<file path="src/rtl/uart_tx_serializer.sv">
// uart_tx_serializer
//   Byte-wide UART transmitter. Accepts one byte per valid/ready handshake
//   and serialises it as: start bit (0), 8 data bits LSB first, an optional
//   parity bit, then one or two stop bits (1). Every bit lasts D clocks,
//   where D is the divider captured at the handshake (0 is treated as 1).
//   Framing options are captured together with the byte, so the upstream
//   may change cfg_* at any time without disturbing a frame in flight.
//
// Ports
//   clk               : sole clock, rising edge
//   rst               : synchronous active-high reset
//   s_data[7:0]       : byte to transmit
//   s_valid           : s_data valid
//   s_ready           : high only in IDLE; handshake when s_valid & s_ready
//   cfg_parity_en     : 1 = append parity bit
//   cfg_parity_type   : 0 = even, 1 = odd
//   cfg_num_stop_bits : 0/1 -> one stop bit, 2/3 -> two stop bits
//   cfg_clk_div       : clocks per bit (0 behaves as 1)
//   tx                : registered serial output, idles high
//   busy              : high in any state other than IDLE
//   state[3:0]        : IDLE=0, START=1, DATA=2, PARITY=3, STOP=4
module uart_tx_serializer #(
  parameter int CLK_DIV_WIDTH = 16
) (
  input  logic                     clk,
  input  logic                     rst,
  input  logic [7:0]               s_data,
  input  logic                     s_valid,
  output logic                     s_ready,
  input  logic                     cfg_parity_en,
  input  logic                     cfg_parity_type,
  input  logic [1:0]               cfg_num_stop_bits,
  input  logic [CLK_DIV_WIDTH-1:0] cfg_clk_div,
  output logic                     tx,
  output logic                     busy,
  output logic [3:0]               state
);

  localparam int DATA_W = 8;

  localparam logic [3:0] ST_IDLE   = 4'd0;
  localparam logic [3:0] ST_START  = 4'd1;
  localparam logic [3:0] ST_DATA   = 4'd2;
  localparam logic [3:0] ST_PARITY = 4'd3;
  localparam logic [3:0] ST_STOP   = 4'd4;

  localparam logic [CLK_DIV_WIDTH-1:0] DIV_ONE = {{(CLK_DIV_WIDTH-1){1'b0}}, 1'b1};
  localparam logic [2:0]               LAST_BIT = 3'd7;

  // Even parity is the XOR of all data bits; odd parity is its inverse.
  function automatic logic parity_bit(input logic [DATA_W-1:0] d, input logic odd);
    return (^d) ^ odd;
  endfunction

  function automatic logic [CLK_DIV_WIDTH-1:0] eff_div(input logic [CLK_DIV_WIDTH-1:0] d);
    return (d == '0) ? DIV_ONE : d;
  endfunction

  // Only the upper bit of the stop-bit field matters: 2 and 3 mean two bits.
  function automatic logic two_stop(input logic [1:0] n);
    return n[1];
  endfunction

  logic [DATA_W-1:0]        shreg;     // data bits, current bit kept in [0]
  logic                     par_en_q;
  logic                     par_bit_q; // parity computed once at handshake
  logic                     two_stop_q;
  logic [CLK_DIV_WIDTH-1:0] div_q;     // latched effective divider, >= 1
  logic [CLK_DIV_WIDTH-1:0] div_cnt;   // 0 .. div_q-1 within a bit period
  logic [2:0]               bit_cnt;
  logic                     stop_cnt;  // which stop bit is being sent
  logic                     tx_q;
  logic                     bit_end;

  // div_q is never 0, so div_q-1 cannot underflow and div_cnt never reaches
  // the all-ones wrap point even for the largest divider.
  assign bit_end = (div_cnt == (div_q - DIV_ONE));

  assign s_ready = (state == ST_IDLE);
  assign busy    = (state != ST_IDLE);
  assign tx      = tx_q;

  always_ff @(posedge clk) begin
    if (rst) begin
      state      <= ST_IDLE;
      tx_q       <= 1'b1;
      shreg      <= '0;
      par_en_q   <= 1'b0;
      par_bit_q  <= 1'b0;
      two_stop_q <= 1'b0;
      div_q      <= '0;
      div_cnt    <= '0;
      bit_cnt    <= '0;
      stop_cnt   <= 1'b0;
    end else begin
      case (state)
        ST_IDLE: begin
          if (s_valid) begin
            shreg      <= s_data;
            par_en_q   <= cfg_parity_en;
            par_bit_q  <= parity_bit(s_data, cfg_parity_type);
            two_stop_q <= two_stop(cfg_num_stop_bits);
            div_q      <= eff_div(cfg_clk_div);
            div_cnt    <= '0;
            bit_cnt    <= '0;
            stop_cnt   <= 1'b0;
            state      <= ST_START;
            tx_q       <= 1'b0;
          end
        end

        ST_START: begin
          if (bit_end) begin
            div_cnt <= '0;
            state   <= ST_DATA;
            tx_q    <= shreg[0];
          end else begin
            div_cnt <= div_cnt + DIV_ONE;
          end
        end

        ST_DATA: begin
          if (bit_end) begin
            div_cnt <= '0;
            if (bit_cnt == LAST_BIT) begin
              if (par_en_q) begin
                state <= ST_PARITY;
                tx_q  <= par_bit_q;
              end else begin
                state <= ST_STOP;
                tx_q  <= 1'b1;
              end
            end else begin
              bit_cnt <= bit_cnt + 3'd1;
              tx_q    <= shreg[1];
              shreg   <= shreg >> 1;
            end
          end else begin
            div_cnt <= div_cnt + DIV_ONE;
          end
        end

        ST_PARITY: begin
          if (bit_end) begin
            div_cnt <= '0;
            state   <= ST_STOP;
            tx_q    <= 1'b1;
          end else begin
            div_cnt <= div_cnt + DIV_ONE;
          end
        end

        ST_STOP: begin
          if (bit_end) begin
            div_cnt <= '0;
            if (two_stop_q && !stop_cnt) begin
              stop_cnt <= 1'b1;
            end else begin
              state <= ST_IDLE;
              tx_q  <= 1'b1;
            end
          end else begin
            div_cnt <= div_cnt + DIV_ONE;
          end
        end

        default: begin
          state <= ST_IDLE;
          tx_q  <= 1'b1;
        end
      endcase
    end
  end

endmodule

</file>
<file path="config.mk">
export PLATFORM = sky130hd
export DESIGN_NAME = uart_tx_serializer
export DESIGN_NICKNAME = d
export VERILOG_FILES = /design/src/rtl/uart_tx_serializer.sv
export SDC_FILE = /design/constraint.sdc
export NUM_CORES = 1
export LEC_CHECK = 0
export ABC_AREA = 0
export CORE_UTILIZATION = 57
export CTS_BUF_LIST = sky130_fd_sc_hd__clkbuf_4 sky130_fd_sc_hd__clkbuf_8
export CTS_CLUSTER_DIAMETER = 50
export CTS_CLUSTER_SIZE = 28
export DETAILED_ROUTE_END_ITERATION = 10
export HOLD_SLACK_MARGIN = 0.15
export PLACE_DENSITY = 0.82
export SLEW_MARGIN = 10
export SYNTH_ARGS = -nofsm -noshare
export SYNTH_HDL_FRONTEND = slang
export SYNTH_SLANG_ARGS = --single-unit
export TNS_END_PERCENT = 100
</file>
<file path="constraint.sdc">
create_clock -name clk -period 3.8 [get_ports clk]
set_input_delay 0.38 -clock clk [delete_from_list [all_inputs] [get_ports clk]]
set_output_delay 0.38 -clock clk [all_outputs]
set_load 0.01 [all_outputs]
</file>
## Word-level counts from Yosys, hierarchy flattened

Cells that the tools add are included.

- Bits of input ports: 31
- Register bits: 52

- Bitwise operators: 1
- Equal/unequal tests: 15
- Add/sub/neg operators: 3
- Reduce and logical (&&, ||, !) cells: 16
- Mux-type cells: 33

Operator list:

| operator | count |
|---|---|
| 2-to-1 mux 16 bit | 3 |
| case mux 16 bit (2 select lines) | 1 |
| 2-to-1 mux 4 bit | 7 |
| 2-to-1 mux 8 bit | 3 |
| case mux 4 bit (5 select lines) | 1 |
| != test 2 bit (second input constant) | 9 |
| adder 16 x 1 -> 16 bit (second input constant) | 1 |
| == test 16 bit | 1 |
| zero test 16 bit | 1 |
| case mux 8 bit (2 select lines) | 1 |
| subtractor 16 x 1 -> 16 bit (second input constant) | 1 |
| 2-to-1 mux 3 bit | 4 |
| 2-to-1 mux 1 bit | 10 |
| == test 4 x 2 -> 1 bit (second input constant) | 2 |
| AND reduction 4 bit | 2 |
| XOR reduction 8 bit | 1 |
| AND reduction 7 bit | 1 |
| case mux 3 bit (2 select lines) | 1 |
| AND reduction 6 bit | 1 |
| nonzero test 2 bit | 3 |
| case mux 1 bit (5 select lines) | 1 |
| == test 4 x 1 -> 1 bit (second input constant) | 1 |
| == test 4 x 3 -> 1 bit (second input constant) | 1 |
| zero test 4 bit | 1 |
| 9 further kinds | 10 |

## Logic depth before layout (Yosys ltp)

Gate-level depths: netlist of the first run.

- Word-level depth: 5
- Mapped depth: 12
- Mapped depth without buffers: 10

## Worst setup path after synthesis of the first run

No wires, ideal clock.

- Kind: register -> register
- Start point: register div_q[3]
- End point: register state[0]
- Library setup time: 0.121 ns
- Clock period less this slack: 2.893 ns
- Path slack: 0.907 ns
- Stages on the path, launching flop included: 11
- Data arrival time: 2.772 ns
- Cell sequence: dfxtp_1 -> buf_2 -> nor4_2 -> xnor2_1 -> a31oi_1 -> or4_4 -> a2111oi_4 -> and2_1 -> buf_4 -> o21bai_4 -> mux2_4

- Longest elaborated chain between the ends: 4
- Elaborated cells on any way between the ends: 7
- Classes of those cells: add/sub: 1; eq/ne: 5; reduce/logical: 1

Ends and longest elaborated chain:

| item | line | text |
|---|---|---|
| start, declared | 68 | `logic [CLK_DIV_WIDTH-1:0] div_q;` |
| start signal, assigned | 103 | `div_q <= eff_div(cfg_clk_div);` |
| subtractor 16 x 1 -> 16 bit (*) | 77 | `assign bit_end = (div_cnt == (div_q - DIV_ONE));` |
| == test 16 bit (*) | 77 |  |
| != test 2 bit (no line) | n/a |  |
| AND reduction 7 bit (no line) (*) | n/a |  |
| end signal, assigned | 85 | `state <= ST_IDLE;` |
| end signal, assigned | 107 | `state <= ST_START;` |
| end signal, assigned | 115 | `state <= ST_DATA;` |
| end, declared | 36 | `output logic [3:0] state` |

Every way passes the cells marked *; elsewhere a longest branch is shown, timed or not.
A chain may end at the register's enable or synchronous reset.

## Final worst setup path of the first run

- Start point: register div_q[0]
- End point: register state[0]

Same word-level chain as after synthesis.

==> qor.yml, run 1 <==
dieWidth_um: 73.7
area_growth_pct: 15.6
critPathArrivalTime_ns: 3.43
die-area_um2: 5430
leakagePower_nw: 1.22
ff2ff_path_depth: 10
setup_slack_ns: 0.563
fp.dieH_um: 73.7
required_ns: 4.00
hold_start: "par_bit_q"
insertion_delay_ns: 0.31
ff_latch_area_um2: 1020
grt_overflow: 0
critPathCaptureType: "register"
period_share: 0.852
p_per_area_nw_per_um2: 563
post-cts-setup-buffers: 0
routed_via_density: 5.64
layout-drive-gt1-share: 0.0787
initial_core_util: 0.608
synth.distinct_cells: 56
grt_pass1_wl_mm: 10.4
num_rows: 25
dp_hpwl_mm: 4.75
finish.utilization: 0.702
portBuffers: 35
grtUsageTotal: 0.252
htree_levels: 2
num_vias: 2599
firstDrtPassIters: 4
async_flop_share: 0
max-slew-margin-rel: 0.484
yosysWarningCount: 0
detail-route-antenna-nets: 0
worst-path-max-fanout: 11
diodes: 0
hold_path_end: "par_bit_q"
period_needed_ns: 3.24
ys_ff_latch: 51
setup_viol: 0
start_kind: "register"
drv_slew: 0
whs_path_depth: 2
avgSynthCellArea_um2: 7.91
hold_viol: 0
tightest_slew_ns: 0.766
r2r_end: "state[0]"
clkTransAtPathRegs_ns: 0.09
cts_buffers: 5
max_clock_freq_ghz: 0.309
final_nets: 428
ir_drop_mv: 0.313
synthTopCellsByArea: "dfxtp_1 (35%), xnor2_1 (8.7%), nand2_1 (7.4%), nor2_1 (5.6%), a21oi_1 (4.8%)"
grt_antenna_before_repair: 0
wl_per_cell_um: 14.0
final_cell_mix: "nand2_1 (58), dfxtp_1 (51), nor2_1 (44)"
cap_violations: 0
synth_edf_count: 0
critPathKind: "reg -> reg"
cts.repair.resized: 0
routed_wl_mm: 6.43
grt_pass1_vias: 2199
syn_inst: 370
synth_ff_type: "dfxtp_1"
hp-class: "reg -> reg"
synth_seq_area_share: 0.349
finClkSkew_ns: 0.00853
tritoncts: "yes"
rsz0062_at_grt: "no"
r2r_slack_ns: 0.56
final_common_cell: "nand2_1"
timing.rr.start: "div_q[0]"
place_congestion: 0.837
remaining_drc_errors: 0
fillCellCount: 420
synth_area_um2: 2930
drt_iter0_drc: 205
fin_setup_tns_ns: 0
cts_buffer_depth: 2
cts_sinks: 51
synth_top_area_frac: 0.349
status: "complete, no violations"
multiInputGateArea_um2: 1760
design.portCount: 38
synthesis.nets: 405
grt_start_max_net_pins: 42
yosysTopAreaCell: "dfxtp_1"
pre_cts_ws_ns: 0.607
cts_hold_buf: 0
cts_root_buf: "clkbuf_8"
coreArea_um2: 4820
==> registers in the layout, indices dropped and copies added (netlist names) <==
name	flops
div_cnt	16
div_q	16
shreg	8
bit_cnt	3
state	3
par_bit_q	1
par_en_q	1
stop_cnt	1
two_stop_q	1
tx	1
==> cell families after synthesis <==
kind of cell	Yosys count	synth area share
AND/OR/NAND/NOR	162	0.261
AO/OA/AOI/OAI	72	0.180
flip-flops	51	0.349
XOR/XNOR	42	0.126
buffers and inverters	34	0.0509
adder cells (fa/ha/maj)	4	0.0171
multiplexers	4	0.0154
other	1	0.00128
==> Yosys cell counts, types with 2 or more instances <==
master	number
nor4_1	6
nor2b_1	2
inv_1	9
nand3_1	14
and3_1	5
nand2b_1	2
a21o_1	2
clkbuf_1	16
nor3b_1	2
xnor2_1	29
dfxtp_1	51
buf_2	5
o21ai_0	6
a311oi_1	3
or4_1	2
nand4_1	4
a31oi_1	5
mux2i_1	3
nor4b_1	2
a21oi_1	28
and2_1	2
or2_2	3
buf_4	2
nor3_1	11
nand2_1	58
o211ai_1	3
nor2_1	44
ha_1	4
o221a_2	7
xor2_1	13
a211oi_1	2
==> through the flow <==
step / instances / instance area [um2] / hold slack [ns] / total power, W
5_1_grt: 461 / 3380 / 0.491 / 0.00204
3_5_place_dp: 453 / 3290 / 0.453 / 0.00158
4_1_cts: 461 / 3380 / 0.467 / 0.00191
3_3_place_gp: 453 / 3290 / 0.442 / 0.00156
2_1_floorplan: 370 / 2930 / 0.427 / 0.00135
6_report: 461 / 3380 / 0.467 / 0.00191
==> report_power, final <==
part	total (W)	switching (W)	internal, W
Sequential	0.000733	0.000116	0.000618
Combinational	0.000849	0.000454	0.000394
Clock	0.000323	0.000184	0.000140
Total	0.00191	0.000754	0.00115
==> layout make-up <==
cell class                      count  share of cell area
Clock buffer                        6              0.0226
Clock inverter                      2             0.00481
Inverter                            9             0.00999
Multi-Input combinational cell    285               0.519
Sequential cell                    51               0.302
Tap cell                           67              0.0248
Timing Repair Buffer               41               0.117
==> worst max-delay path by stage <==
stage,startpoint,endpoint,slack [ns],cells after the start
5_1_grt,div_q[0],state[0],0.40,10
4_1_cts,div_q[0],state[0],0.58,10
2_1_floorplan,div_q[3],state[0],0.91,10
3_5_place_dp,div_q[0],state[0],0.61,10
6_report,div_q[0],state[0],0.56,10
3_3_place_gp,div_q[0],state[0],0.64,10
==> worst max-delay path, stage by stage, from the launching register on <==
cell and delay, ns:
dfxtp_1 0.37, inv_1 0.10, ha_1 0.39, nor3b_1 0.28, nand2_1 0.10, xnor2_1 0.13
or4_4 0.53, a2111oi_4 0.44, and2_1 0.37, o21bai_4 0.13, mux2_4 0.30
==> per-layer routing <==
| metal | wire length, um | part of all wire | global-route usage | vias up |
|---|---|---|---|---|
| met5 | 0 | 0 | 0 | - |
| met4 | 51 | 0.0079 | 0.0705 | 0 |
| met3 | 241 | 0.037 | 0.0466 | 4 |
| met2 | 3050 | 0.47 | 0.390 | 58 |
| met1 | 3090 | 0.48 | 0.358 | 1202 |
| li1 | - | - | - | 1335 |
Power figures use the tool's default switching activity.
==> run 2, diff against run 1 <==
- MAX_ROUTING_LAYER: unset -> met4
==> qor.yml, run 2 (synthesis gave the netlist of run 1 again) <==
status: "complete, no violations"
die-area_um2: 5430
tritoncts: "yes"
diodes: 0
design.portCount: 38
reg_top3: "div_cnt (16), div_q (16), shreg (8)"
period_needed_ns: 3.25
max-slew-margin-rel: 0.464
initial_core_util: 0.608
max_clock_freq_ghz: 0.308
final_cell_mix: "nand2_1 (58), dfxtp_1 (51), nor2_1 (44)"
top_layer_used: "met4"
layout-drive-gt1-share: 0.0787
grt_antenna_before_repair: 0
insertion_delay_ns: 0.31
fin_setup_tns_ns: 0
grtUsageTotal: 0.260
p_per_area_nw_per_um2: 564
cts.repair.resized: 0
grt_pass1_vias: 2203
cts_hold_buf: 0
detail-route-antenna-nets: 0
cts_buffer_depth: 2
cts_sinks: 51
hp-class: "reg -> reg"
cap_violations: 0
portBuffers: 35
remaining_drc_errors: 0
final_nets: 428
cts_buffers: 5
cts_root_buf: "clkbuf_8"
start_kind: "register"
grt_pass1_wl_mm: 10.4
grt_start_max_net_pins: 42
critPathCaptureType: "register"
required_ns: 4.00
critPathKind: "reg -> reg"
post-cts-setup-buffers: 0
wl_met1_mm: 3.08
period_share: 0.855
dr_wl_met3_um: 263
routed_wl_mm: 6.44
firstDrtPassIters: 4
leakagePower_nw: 1.22
fp.dieH_um: 73.7
finClkSkew_ns: 0.00919
worst-path-max-fanout: 11
num_vias: 2594
ir_drop_mv: 0.315
num_rows: 25
grt_overflow: 0
area_growth_pct: 15.6
drv_slew: 0
coreArea_um2: 4820
drt_iter0_drc: 211
final_common_cell: "nand2_1"
htree_levels: 2
tightest_slew_ns: 0.797
hold_viol: 0
dp_hpwl_mm: 4.75
dieWidth_um: 73.7
rsz0062_at_grt: "no"
met2_length_mm: 3.04
routed_via_density: 5.63
clkTransAtPathRegs_ns: 0.10
wl_per_cell_um: 14.0
whs_ns: 0.467
place_congestion: 0.850
setup_viol: 0
critPathArrivalTime_ns: 3.45
run 2: cell counts in the layout (fill, tap and decap cells not counted):
No cell type changed its count.
run 2: area by class of cell:
class | count | area, um2
Sequential cell | 51 | 1020
Fill cell | 420 | 1430
Inverter | 9 | 33.8
Clock buffer | 6 | 76.3
Timing Repair Buffer | 41 | 395
Multi-Input combinational cell | 285 | 1760
Clock inverter | 2 | 16.3
Tap cell | 67 | 83.8
run 2: worst paths after layout:
| path | slack [ns] | end | cells after the start | from |
|---|---|---|---|---|
| min | 0.47 | par_bit_q | 2 | par_bit_q |
| min reg2reg | 0.47 | par_bit_q | 2 | par_bit_q |
| max reg2reg | 0.55 | state[0] | 10 | div_q[0] |
| max | 0.55 | state[0] | 10 | div_q[0] |
run 2: per-layer routing:
metal,vias up,GRT usage
li1,1338,-
met1,1192,0.360
met2,60,0.390
met3,4,0.0453
met4,0,0.0705
met5,-,-
run 2: report_power, final:
group / total [W] / switching (W) / internal [W]
sequential: 0.000733 / 0.000116 / 0.000618
combinational: 0.000849 / 0.000455 / 0.000394
clock: 0.000324 / 0.000184 / 0.000140
total: 0.00191 / 0.000755 / 0.00115
run 2: worst max-delay path: stages, from the launching register on:
cell	delay (ns)
dfxtp_1	0.37
inv_1	0.10
ha_1	0.40
nor3b_1	0.28
nand2_1	0.10
xnor2_1	0.13
or4_4	0.53
a2111oi_4	0.44
and2_1	0.37
o21bai_4	0.13
mux2_4	0.30
run 2: metrics by stage:
| step | area (um2) | cells | util | worst slack [ns] | power (W) |
|---|---|---|---|---|---|
| final | 3380 | 461 | 0.702 | 0.553 | 0.00191 |
| after detailed placement | 3290 | 453 | 0.683 | 0.607 | 0.00158 |
| after floorplan | 2930 | 370 | - | 0.907 | 0.00135 |
| after global routing | 3380 | 461 | 0.702 | 0.401 | 0.00204 |
| after CTS | 3380 | 461 | 0.702 | 0.584 | 0.00191 |
| after global placement | 3290 | 453 | 0.683 | 0.644 | 0.00156 |
==> run 3, diff against run 2 <==
- CORE_UTILIZATION: 57 -> 45
- HOLD_SLACK_MARGIN: 0.15 -> 0.05
- PLACE_DENSITY: 0.82 -> 0.67
==> qor.yml, run 3 (synthesis gave the netlist of run 1 again) <==
ir_drop_mv: 0.259
grt_start_max_net_pins: 42
cts_buffer_depth: 2
period_needed_ns: 2.96
layout-drive-gt1-share: 0.0810
die-area_um2: 6830
crit_chain: "or4_1 -> nor4b_1 -> a41o_1 -> o21ai_0 -> a2111oi_4 -> and2_1 -> o21bai_4 -> mux2_4"
grtUsageTotal: 0.208
fillCellCount: 627
cts_buffers: 5
p_per_area_nw_per_um2: 574
worst-path-max-fanout: 10
final_nets: 429
grt_overflow: 0
cts.repair.resized: 0
place_congestion: 0.873
coreArea_um2: 6310
cp_slowest_cell: "or4_1"
cts_sinks: 51
tritoncts: "yes"
max_stage_delay_ns: 0.58
diodes: 0
insertion_delay_ns: 0.31
setup_viol: 0
grt_pass1_vias: 2152
num_vias: 2546
post-cts-setup-buffers: 0
wl_per_cell_um: 13.3
critPathArrivalTime_ns: 3.16
portBuffers: 35
hp-class: "reg -> reg"
reg_top3: "div_cnt (16), div_q (16), shreg (8)"
htree_levels: 2
routed_via_density: 5.39
final_cell_mix: "nand2_1 (58), dfxtp_1 (51), nor2_1 (44)"
required_ns: 4.01
num_rows: 29
finClkSkew_ns: 0.00391
dieWidth_um: 82.6
max-slew-margin-rel: 0.466
multiInputGateArea_um2: 1760
status: "complete, no violations"
area_growth_pct: 17.0
stdcell_area_um2: 3420
ff_latch_area_um2: 1020
hold_viol: 0
remaining_drc_errors: 0
drt_iter0_drc: 145
fp.dieH_um: 82.6
grt_pass1_wl_mm: 10.5
max_clock_freq_ghz: 0.338
clkTransAtPathRegs_ns: 0.10
fin_setup_tns_ns: 0
drv_slew: 0
place_area_um2: 3310
detail-route-antenna-nets: 0
critPathCaptureType: "register"
design.portCount: 38
tightest_slew_ns: 0.794
firstDrtPassIters: 4
cts_root_buf: "clkbuf_8"
start_kind: "register"
cap_violations: 0
routed_wl_mm: 6.29
dp_hpwl_mm: 4.66
critPathKind: "reg -> reg"
cts_hold_buf: 0
final_common_cell: "nand2_1"
rsz0062_at_grt: "no"
initial_core_util: 0.464
period_share: 0.778
grt_antenna_before_repair: 0
leakagePower_nw: 1.24
==> run 3: path summary, 6_finish.rpt <==
check                  from   endpoint  slack, ns  cells after the start
setup / recovery   div_q[2]   state[0]       0.84                      8
hold / removal    par_bit_q  par_bit_q       0.46                      2
setup reg to reg   div_q[2]   state[0]       0.84                      8
hold reg to reg   par_bit_q  par_bit_q       0.46                      2
==> run 3: area by class of cell <==
cell class | instances | area share
flip-flops and latches | 51 | 0.298
inverters | 9 | 0.00987
clock buffers | 5 | 0.0201
multi-input cells | 285 | 0.513
clock inverters | 3 | 0.0128
repair buffers | 42 | 0.118
well taps | 77 | 0.0281
==> run 3: where the power goes <==
| group | internal (W) | total [W] | switching, W |
|---|---|---|---|
| sequential | 0.000618 | 0.000731 | 0.000114 |
| combinational | 0.000398 | 0.000848 | 0.000450 |
| clock | 0.000196 | 0.000384 | 0.000188 |
| total | 0.00121 | 0.00196 | 0.000752 |
==> run 3: per-stage QoR <==
stage | power, W | cells | setup WS (ns) | utilization | hold WS [ns]
after floorplan | 0.00135 | 370 | 0.907 | - | 0.427
after global placement | 0.00157 | 464 | 0.876 | 0.524 | 0.439
after detailed placement | 0.00159 | 464 | 0.823 | 0.524 | 0.447
after CTS | 0.00197 | 472 | 0.809 | 0.542 | 0.460
after global routing | 0.00211 | 472 | 0.624 | 0.542 | 0.478
final | 0.00196 | 472 | 0.842 | 0.542 | 0.462
==> run 3: routing by layer <==
layer	global-route usage	up-vias	wire, um
met4	0.0707	0	88
met2	0.281	42	2710
met5	-	-	0
met3	0.0374	7	182
met1	0.304	1165	3300
li1	-	1332	-
==> run 3: worst max-delay path: cells and delay by family, from the launching register on <==
family	cells	cell delay (ns)
and+or+nand+nor	3	1.26
muxes	1	0.30
AOI/OAI and AO/OA	4	0.85
DFF	1	0.43
